[src/rtl/hazard_ctrl.sv]
`default_nettype none
// ============================================================================
//  Module   : hazard_ctrl
//  Purpose  : Pipeline hazard controller. Detects load-use and data hazards
//             on decode-stage sources, stalls around multicycle EX ops,
//             squashes IF-ID/ID-EX on an EX redirect, selects EX operand
//             forwarding and counts stall cycles.
//  Config   : HAZARD_FWD_EN defined   -> EX forwarding from MEM/WB, only
//                                        load-use hazards stall.
//             HAZARD_FWD_EN undefined -> no forwarding (fwd_a/fwd_b = 0),
//                                        any EX or MEM producer match stalls.
//  Ports    : clk, rst (async, active-low)
//             id_*   : decode source registers and valid flags
//             ex_*   : ID/EX destination, load flag, EX sources, redirect,
//                      multicycle start
//             mem_*, wb_* : EX/MEM and MEM/WB destinations
//             pc_stall, ifid_stall, ifid_flush, pipelineFlush,
//             idex_hazarded, ex_stall : pipeline control
//             fwd_a, fwd_b : EX operand select (00 reg, 01 MEM, 10 WB)
//             hz_state : FSM state, stall_cnt : saturating stall counter
//  Revision : 1.0  initial release
// ============================================================================
module hazard_ctrl #(
   parameter int MC_LAT = 4
) (
   input  logic        clk,
   input  logic        rst,
   input  logic [4:0]  id_rs1_addr,
   input  logic [4:0]  id_rs2_addr,
   input  logic        id_rs1_used,
   input  logic        id_rs2_used,
   input  logic [4:0]  ex_reg_waddr,
   input  logic        ex_reg_wena,
   input  logic        ex_mem_rena,
   input  logic [4:0]  ex_rs1_addr,
   input  logic [4:0]  ex_rs2_addr,
   input  logic [4:0]  mem_reg_waddr,
   input  logic        mem_reg_wena,
   input  logic [4:0]  wb_reg_waddr,
   input  logic        wb_reg_wena,
   input  logic        ex_redirect,
   input  logic        ex_mc_start,
   output logic        pc_stall,
   output logic        ifid_stall,
   output logic        ifid_flush,
   output logic        pipelineFlush,
   output logic        idex_hazarded,
   output logic        ex_stall,
   output logic [1:0]  fwd_a,
   output logic [1:0]  fwd_b,
   output logic [1:0]  hz_state,
   output logic [15:0] stall_cnt
);

   localparam logic [1:0] c_ST_RUN    = 2'b00;
   localparam logic [1:0] c_ST_STALL  = 2'b01;
   localparam logic [1:0] c_ST_MCWAIT = 2'b10;

   // The start cycle in RUN is the first of MC_LAT stall cycles, so MCWAIT
   // runs MC_LAT-1 cycles: counter values MC_LAT-2 down to 0.
   localparam logic [3:0] c_MC_LOAD = 4'(MC_LAT - 2);

   logic [1:0]  r_state;
   logic [1:0]  w_state_nxt;
   logic [3:0]  r_wait_cnt;
   logic [3:0]  w_wait_nxt;
   logic [15:0] r_stall_cnt;

   logic        w_rs1_ex_hit;
   logic        w_rs2_ex_hit;
   logic        w_load_use;
   logic        w_hazard;

   // ------------------------------------------------------------------------
   // Hazard detection
   // ------------------------------------------------------------------------
   assign w_rs1_ex_hit = id_rs1_used & (id_rs1_addr == ex_reg_waddr);
   assign w_rs2_ex_hit = id_rs2_used & (id_rs2_addr == ex_reg_waddr);
   assign w_load_use   = ex_mem_rena & ex_reg_wena & (ex_reg_waddr != 5'd0)
                       & (w_rs1_ex_hit | w_rs2_ex_hit);

`ifdef HAZARD_FWD_EN
   // Only a load in EX cannot be covered by forwarding.
   assign w_hazard = w_load_use;

   // MEM is the younger producer, so it wins over WB; x0 is never forwarded.
   function automatic logic [1:0] f_fwd_sel(
      input logic [4:0] rs,
      input logic [4:0] mem_waddr,
      input logic       mem_wena,
      input logic [4:0] wb_waddr,
      input logic       wb_wena
   );
      logic [1:0] sel;
      sel = 2'b00;
      if (mem_wena && (mem_waddr != 5'd0) && (mem_waddr == rs)) begin
         sel = 2'b01;
      end else if (wb_wena && (wb_waddr != 5'd0) && (wb_waddr == rs)) begin
         sel = 2'b10;
      end
      return sel;
   endfunction

   assign fwd_a = f_fwd_sel(ex_rs1_addr, mem_reg_waddr, mem_reg_wena,
                            wb_reg_waddr, wb_reg_wena);
   assign fwd_b = f_fwd_sel(ex_rs2_addr, mem_reg_waddr, mem_reg_wena,
                            wb_reg_waddr, wb_reg_wena);
`else
   logic w_ex_hit;
   logic w_mem_hit;
   logic w_unused_fwd;

   // Without forwarding any pending producer in EX or MEM must drain first;
   // WB is assumed to write through the register file in the same cycle.
   assign w_ex_hit  = ex_reg_wena & (ex_reg_waddr != 5'd0)
                    & (w_rs1_ex_hit | w_rs2_ex_hit);
   assign w_mem_hit = mem_reg_wena & (mem_reg_waddr != 5'd0)
                    & ((id_rs1_used & (id_rs1_addr == mem_reg_waddr))
                     | (id_rs2_used & (id_rs2_addr == mem_reg_waddr)));
   assign w_hazard  = w_load_use | w_ex_hit | w_mem_hit;

   assign fwd_a = 2'b00;
   assign fwd_b = 2'b00;

   assign w_unused_fwd = ^{ex_rs1_addr, ex_rs2_addr, wb_reg_waddr, wb_reg_wena};
`endif

   // ------------------------------------------------------------------------
   // FSM: state register
   // ------------------------------------------------------------------------
   always_ff @(posedge clk or negedge rst) begin
      if (!rst) begin
         r_state    <= c_ST_RUN;
         r_wait_cnt <= 4'd0;
      end else begin
         r_state    <= w_state_nxt;
         r_wait_cnt <= w_wait_nxt;
      end
   end

   // ------------------------------------------------------------------------
   // FSM: next state
   // ------------------------------------------------------------------------
   always_comb begin
      w_state_nxt = r_state;
      w_wait_nxt  = r_wait_cnt;
      case (r_state)
         c_ST_RUN: begin
            if (ex_redirect) begin
               w_state_nxt = c_ST_RUN;
            end else if (ex_mc_start) begin
               w_state_nxt = c_ST_MCWAIT;
               w_wait_nxt  = c_MC_LOAD;
            end else if (w_hazard) begin
               w_state_nxt = c_ST_STALL;
            end
         end
         c_ST_STALL: begin
            if (ex_redirect) begin
               w_state_nxt = c_ST_RUN;
            end else if (w_hazard) begin
               w_state_nxt = c_ST_STALL;
            end else begin
               w_state_nxt = c_ST_RUN;
            end
         end
         c_ST_MCWAIT: begin
            if (r_wait_cnt == 4'd0) begin
               w_state_nxt = c_ST_RUN;
            end else begin
               w_wait_nxt = r_wait_cnt - 4'd1;
            end
         end
         default: begin
            w_state_nxt = c_ST_RUN;
            w_wait_nxt  = 4'd0;
         end
      endcase
   end

   // ------------------------------------------------------------------------
   // FSM: outputs
   // ------------------------------------------------------------------------
   always_comb begin
      pc_stall      = 1'b0;
      ifid_stall    = 1'b0;
      ifid_flush    = 1'b0;
      pipelineFlush = 1'b0;
      idex_hazarded = 1'b0;
      ex_stall      = 1'b0;
      case (r_state)
         c_ST_RUN: begin
            if (ex_redirect) begin
               pipelineFlush = 1'b1;
               ifid_flush    = 1'b1;
            end else if (ex_mc_start) begin
               ex_stall   = 1'b1;
               pc_stall   = 1'b1;
               ifid_stall = 1'b1;
            end else if (w_hazard) begin
               pc_stall      = 1'b1;
               ifid_stall    = 1'b1;
               idex_hazarded = 1'b1;
            end
         end
         c_ST_STALL: begin
            if (ex_redirect) begin
               pipelineFlush = 1'b1;
               ifid_flush    = 1'b1;
            end else if (w_hazard) begin
               pc_stall      = 1'b1;
               ifid_stall    = 1'b1;
               idex_hazarded = 1'b1;
            end
         end
         c_ST_MCWAIT: begin
            // The multicycle op stays in EX; no bubble is inserted.
            ex_stall   = 1'b1;
            pc_stall   = 1'b1;
            ifid_stall = 1'b1;
         end
         default: begin
         end
      endcase
   end

   // ------------------------------------------------------------------------
   // Saturating stall-cycle counter
   // ------------------------------------------------------------------------
   always_ff @(posedge clk or negedge rst) begin
      if (!rst) begin
         r_stall_cnt <= 16'd0;
      end else if (pc_stall && (r_stall_cnt != 16'hFFFF)) begin
         r_stall_cnt <= r_stall_cnt + 16'd1;
      end
   end

   assign hz_state  = r_state;
   assign stall_cnt = r_stall_cnt;

endmodule
`default_nettype wire
[config.mk]
export PLATFORM = sky130hd
export DESIGN_NAME = hazard_ctrl
export DESIGN_NICKNAME = d
export VERILOG_FILES = /design/src/rtl/hazard_ctrl.sv
export SDC_FILE = /design/constraint.sdc
export NUM_CORES = 1
export LEC_CHECK = 0
export CORE_ASPECT_RATIO = 1.25
export CORE_MARGIN = 2
export CORE_UTILIZATION = 30
export DETAILED_ROUTE_END_ITERATION = 6
export SYNTH_ARGS = -nofsm -noshare
export SYNTH_HDL_FRONTEND = slang
export SYNTH_SLANG_ARGS = --single-unit
export TNS_END_PERCENT = 30
[constraint.sdc]
create_clock -name clk -period 1.9 [get_ports clk]
set_input_delay 0.19 -clock clk [delete_from_list [all_inputs] [get_ports clk]]
set_output_delay 0.19 -clock clk [all_outputs]
set_load 0.005 [all_outputs]
* Word-level counts from Yosys, hierarchy flattened
Index checks and enable logic that the tools add are counted.
** Word-level totals
- Flip-flop bits (word level) :: 22
- Bits of input ports :: 45
- Logic and storage cells :: 65
- Output and inout bits :: 28
** Operators by class
- Eq/ne operators :: 12
- Add/sub/neg operators :: 2
- Reduce and logical (&&, ||, !) cells :: 8
- Multiplexer cells :: 24
- Bitwise logic cells :: 16
** Operator list (number)
- $eq A5 B5 Y1 :: 4
- $add A16 B1 Y16 const B :: 1
- $ne A16 B16 Y1 const B :: 1
- $mux W1 :: 12
- $mux W4 :: 3
- $pmux W4 S3 :: 1
- $and A1 B1 Y1 :: 11
- $reduce_bool A5 Y1 :: 2
- $mux W2 :: 4
- $ne A2 B2 Y1 const B :: 4
- $pmux W2 S3 :: 1
- $logic_not A4 Y1 :: 1
- $ne A4 B4 Y1 const B :: 1
- $or A1 B1 Y1 :: 4
- $pmux W1 S2 :: 2
- $reduce_and A4 Y1 :: 1
- $sub A4 B1 Y4 const B :: 1
- $pmux W1 S3 :: 1
- $eq A2 B1 Y1 const B :: 1
- $eq A2 B2 Y1 const B :: 1
- $logic_not A2 Y1 :: 1
- $reduce_and A2 Y1 :: 1
- $reduce_or A2 Y1 :: 1
- $logic_and A1 B1 Y1 :: 1
- $not A1 Y1 :: 1

* Depth between registers and ports, before layout
- Depth in word-level cells :: 11
- Gate-level depth with buffers :: 8

* Worst setup path after synthesis
Ideal clock, no wire load.
- Path kind :: reg-to-reg
- Start :: register r_state[1], in the netlist hz_state[1]
- End :: register r_stall_cnt[14], in the netlist stall_cnt[14]
- Data arrival time :: 1.676 ns
- Clock period less this slack :: 1.801 ns
- Setup slack :: 0.099 ns
- Stages on the path, launching flop included :: 8
- Path through :: dfrtp_1 -> buf_2 -> nor2_1 -> nand2_1 -> a21oi_2 -> a221oi_4 -> nor4b_1 -> mux2_2
** Between the ends
- Cells in the longest elaborated chain, start to end :: 3
- Elaborated cells on any way between the ends :: 5
- Those cells by class :: eq/ne: 2; mux: 1; reduce/logical: 2
** Ends and longest elaborated chain
- start, declared :: line 63 : logic [1:0] r_state;
- start signal, assigned :: line 133 : r_state <= c_ST_RUN;
- start signal, assigned :: line 136 : r_state <= w_state_nxt;
- $eq A2 B2 Y1, or another cell as far along :: line 191 : case (r_state)
- $pmux W1 S3 * :: line 191
- $logic_and A1 B1 Y1 * :: line 233 : end else if (pc_stall && (r_stall_cnt != 16'hFFFF)) begin
- end signal, assigned :: line 234 : r_stall_cnt <= r_stall_cnt + 16'd1;
- end, declared :: line 67 : logic [15:0] r_stall_cnt;
Every way passes the cells marked *; elsewhere a longest branch is shown, timed or not.
A chain may end at the register's enable or synchronous reset.

* Worst setup path after layout
- Start :: input id_rs2_addr[3]
- End :: register r_stall_cnt[12], in the netlist stall_cnt[12]
** Between the ends
- Cells in the longest elaborated chain, start to end :: 11
- Elaborated cells on any way between the ends :: 17
- Those cells by class :: eq/ne: 2; mux: 5; bitwise: 9; reduce/logical: 1
** Ends and longest elaborated chain
- start, declared :: line 29 : input logic [4:0] id_rs2_addr,
- $eq A5 B5 Y1 :: line 78 : assign w_rs2_ex_hit = id_rs2_used & (id_rs2_addr == ex_reg_waddr);
- $and A1 B1 Y1 :: line 78
- $or A1 B1 Y1 :: line 80, 116
- $and A1 B1 Y1 (on tied branches) :: line 80, 116
- $or A1 B1 Y1 :: line 120 : assign w_hazard = w_load_use | w_ex_hit | w_mem_hit;
- $or A1 B1 Y1 * :: line 120
- $mux W1 * :: line 200, 210
- $mux W1 :: line 196 : end else if (ex_mc_start) begin
- $mux W1 :: line 193 : if (ex_redirect) begin
- $pmux W1 S3 * :: line 191
- $logic_and A1 B1 Y1 * :: line 233
Marks and branches as above.

==> results.ini <==
[placed_design]
dp.cells = 281
dp_hpwl_microns = 3010
place.gp.congestion = 0.736
port_buffers = 51

[logic_synthesis]
synth.avg_cell_area_sq_um = 9.59
synth-edff-count = 0
syn_inst = 157
netlist_area_sq_mm = 0.00151
ys.flop_type = dfrtp_1
yosysWarnings = 0
ys_seq_area_share_pct = 36.6
async_reset_ff_share_pct = 100
synth_cell_type_count = 35
ys_seq_elements = 22

[layout]
drive_gt1_share_pct = 25.1
n_antenna_cell = 0
nets = 281
final_cell_mix = clkdlybuf4s50_1, buf_4, dfrtp_1, dlygate4sd2_1, xnor2_1
area_growth_pct = 54.4
final_cells = 291
final_common_cell = clkdlybuf4s50_1

[cts]
cts_buffer_depth = 2
htreeDepth = 1
clkTransAtPathRegs_ns = 0.08
cts_tree = done
cts-root-buf = clkbuf_8
cts.sinks = 22
insertion_delay_ns = 0.26
numCtsBuffers = 3
postCtsHoldBufs = 0

[status]
run_status = finished clean

[route]
routed_wl_microns = 3980
ant_nets = 0
viasPerCell = 4.77
dr.pass1.iters = 4
drcViolationCount = 0
dr.first_iter.drc_count = 24
wl_per_cell_microns = 13.7
vias = 1388

[global_route]
first_global_vias = 1387
grt_start_max_net_pins = 23
track_usage_pct = 14.3
grt_pass1_wl_microns = 6320
overflow = 0
grt_antenna_before_repair = 0

[sta]
setup_viol = 0
fmax_mhz = 544
fin_crit_ns = 1.84
maxSlewViolCount = 0
hold_viol_final = 0
rsz0062_at_grt = yes
finClkSkew_ns = 0.00156
finalCritPeriodShare_pct = 96.8

[floorplanning]
die_x_microns = 67.4
rows = 28
start_util_pct = 31.4
fp.coreArea_sq_mm = 0.00480
die_h_microns = 83.2
ios = 73
dieArea_sq_mm = 0.00560

[critical_path]
critPathArrivalTime_ns = 1.98
critPathLaunchType = input pin
worst_setup_path_end_kind = register
crit_fanout = 7
cp.required_ns = 2.05
worst-setup-path-type = in2reg

[min_path]
hold_class = in2async

[power_and_ir_drop]
ir_drop_v = 0.000577
p_leak_nw = 0.990
p_per_area_mw_per_mm2 = 936
power_mw = 2.18

[flow_run]
maxCapViolCount = 0

flip-flops by register name, summed over array words and instances (netlist names):
register    cells
stall_cnt      16
r_wait_cnt      4
hz_state        2
layer usage:
metal	vias up	part of all wire [%]	track usage (%)	wire length, microns
li1	686	-	-	-
met1	651	39	16.1	1540
met2	47	53	26.0	2100
met3	4	7.4	3.12	296
met4	0	1.2	4.27	46
met5	-	0	0	0
critical path: stages:
cell           delay (ns)
dlygate4sd2_1        0.27
xnor2_1              0.17
nand4_1              0.14
o22ai_2              0.26
a221oi_4             0.11
buf_4                0.16
buf_4                0.17
nor3_2               0.21
mux2_4               0.32
power breakdown:
group	switching (mW)	internal [mW]	total, mW
registers	0.131	0.622	0.753
logic	0.485	0.654	1.14
clock network	0.143	0.141	0.284
total	0.759	1.42	2.18
per-stage QoR:
stage                     hold WS, ns  TNS (ns)  utilization (%)  worst slack [ns]  area (sq um)
after CTS                       0.282         0             47.5          0.000856          2280
after global placement          0.472     -5.13             45.3            -0.412          2180
after detailed placement        0.469     -5.87             45.3            -0.471          2180
after floorplan                -0.106         0                -            0.0993          1520
final                           0.275         0             48.4            0.0615          2320
after global routing            0.313   -0.0256             48.4           -0.0148          2320
cell families after synthesis:
group | Yosys count | share of synthesized area [%]
buffers and inverters | 15 | 6.07
muxes | 4 | 2.91
adders and majority gates | 3 | 2.49
xor gates and xnor gates | 34 | 19.8
AOI/OAI and AO/OA | 18 | 9.31
other | 1 | 0.249
and+or+nand+nor | 60 | 22.6
DFF | 22 | 36.6
what timing repair did:
item                       in CTS  in global routing
gates resized for setup        35                  9
pin swaps                      11                  2
buffers inserted                5                  2
setup endpoints to repair      13                  8
path summary, 6_finish.rpt:
check	cells past startpoint	startpoint	slack (ns)	endpoint
max reg2reg	8	hz_state[1]	0.07	stall_cnt[12]
min reg2reg	1	stall_cnt[6]	0.49	stall_cnt[6]
max	9	id_rs2_addr[3]	0.06	stall_cnt[12]
min in group clk	1	stall_cnt[6]	0.49	stall_cnt[6]
max in group asynchronous	2	rst	1.40	stall_cnt[7]
min	2	rst	0.27	stall_cnt[5]
area by class of cell:
class,count,area (sq um)
fill,479,2470
clock buffer,3,41.3
multi-input combinational,123,960
inverter,6,22.5
timing repair buffer,77,676
sequential,22,551
tap,60,75.1
synthesized netlist by cell type, types with 3 or more instances:
| cell | number | area, sq um |
|---|---|---|
| nor2_1 | 9 | 33.8 |
| nand2_1 | 16 | 60.1 |
| inv_1 | 6 | 22.5 |
| dfrtp_1 | 22 | 551 |
| xor2_1 | 13 | 114 |
| nand3_1 | 6 | 30.0 |
| ha_1 | 3 | 37.5 |
| xnor2_1 | 21 | 184 |
| nand4_1 | 4 | 25.0 |
| nor3_1 | 9 | 45.0 |
| o21ai_0 | 4 | 20.0 |
| nor4b_1 | 3 | 26.3 |
| buf_4 | 7 | 52.6 |
| a21oi_1 | 6 | 30.0 |
(Power assumes the default switching activity.)
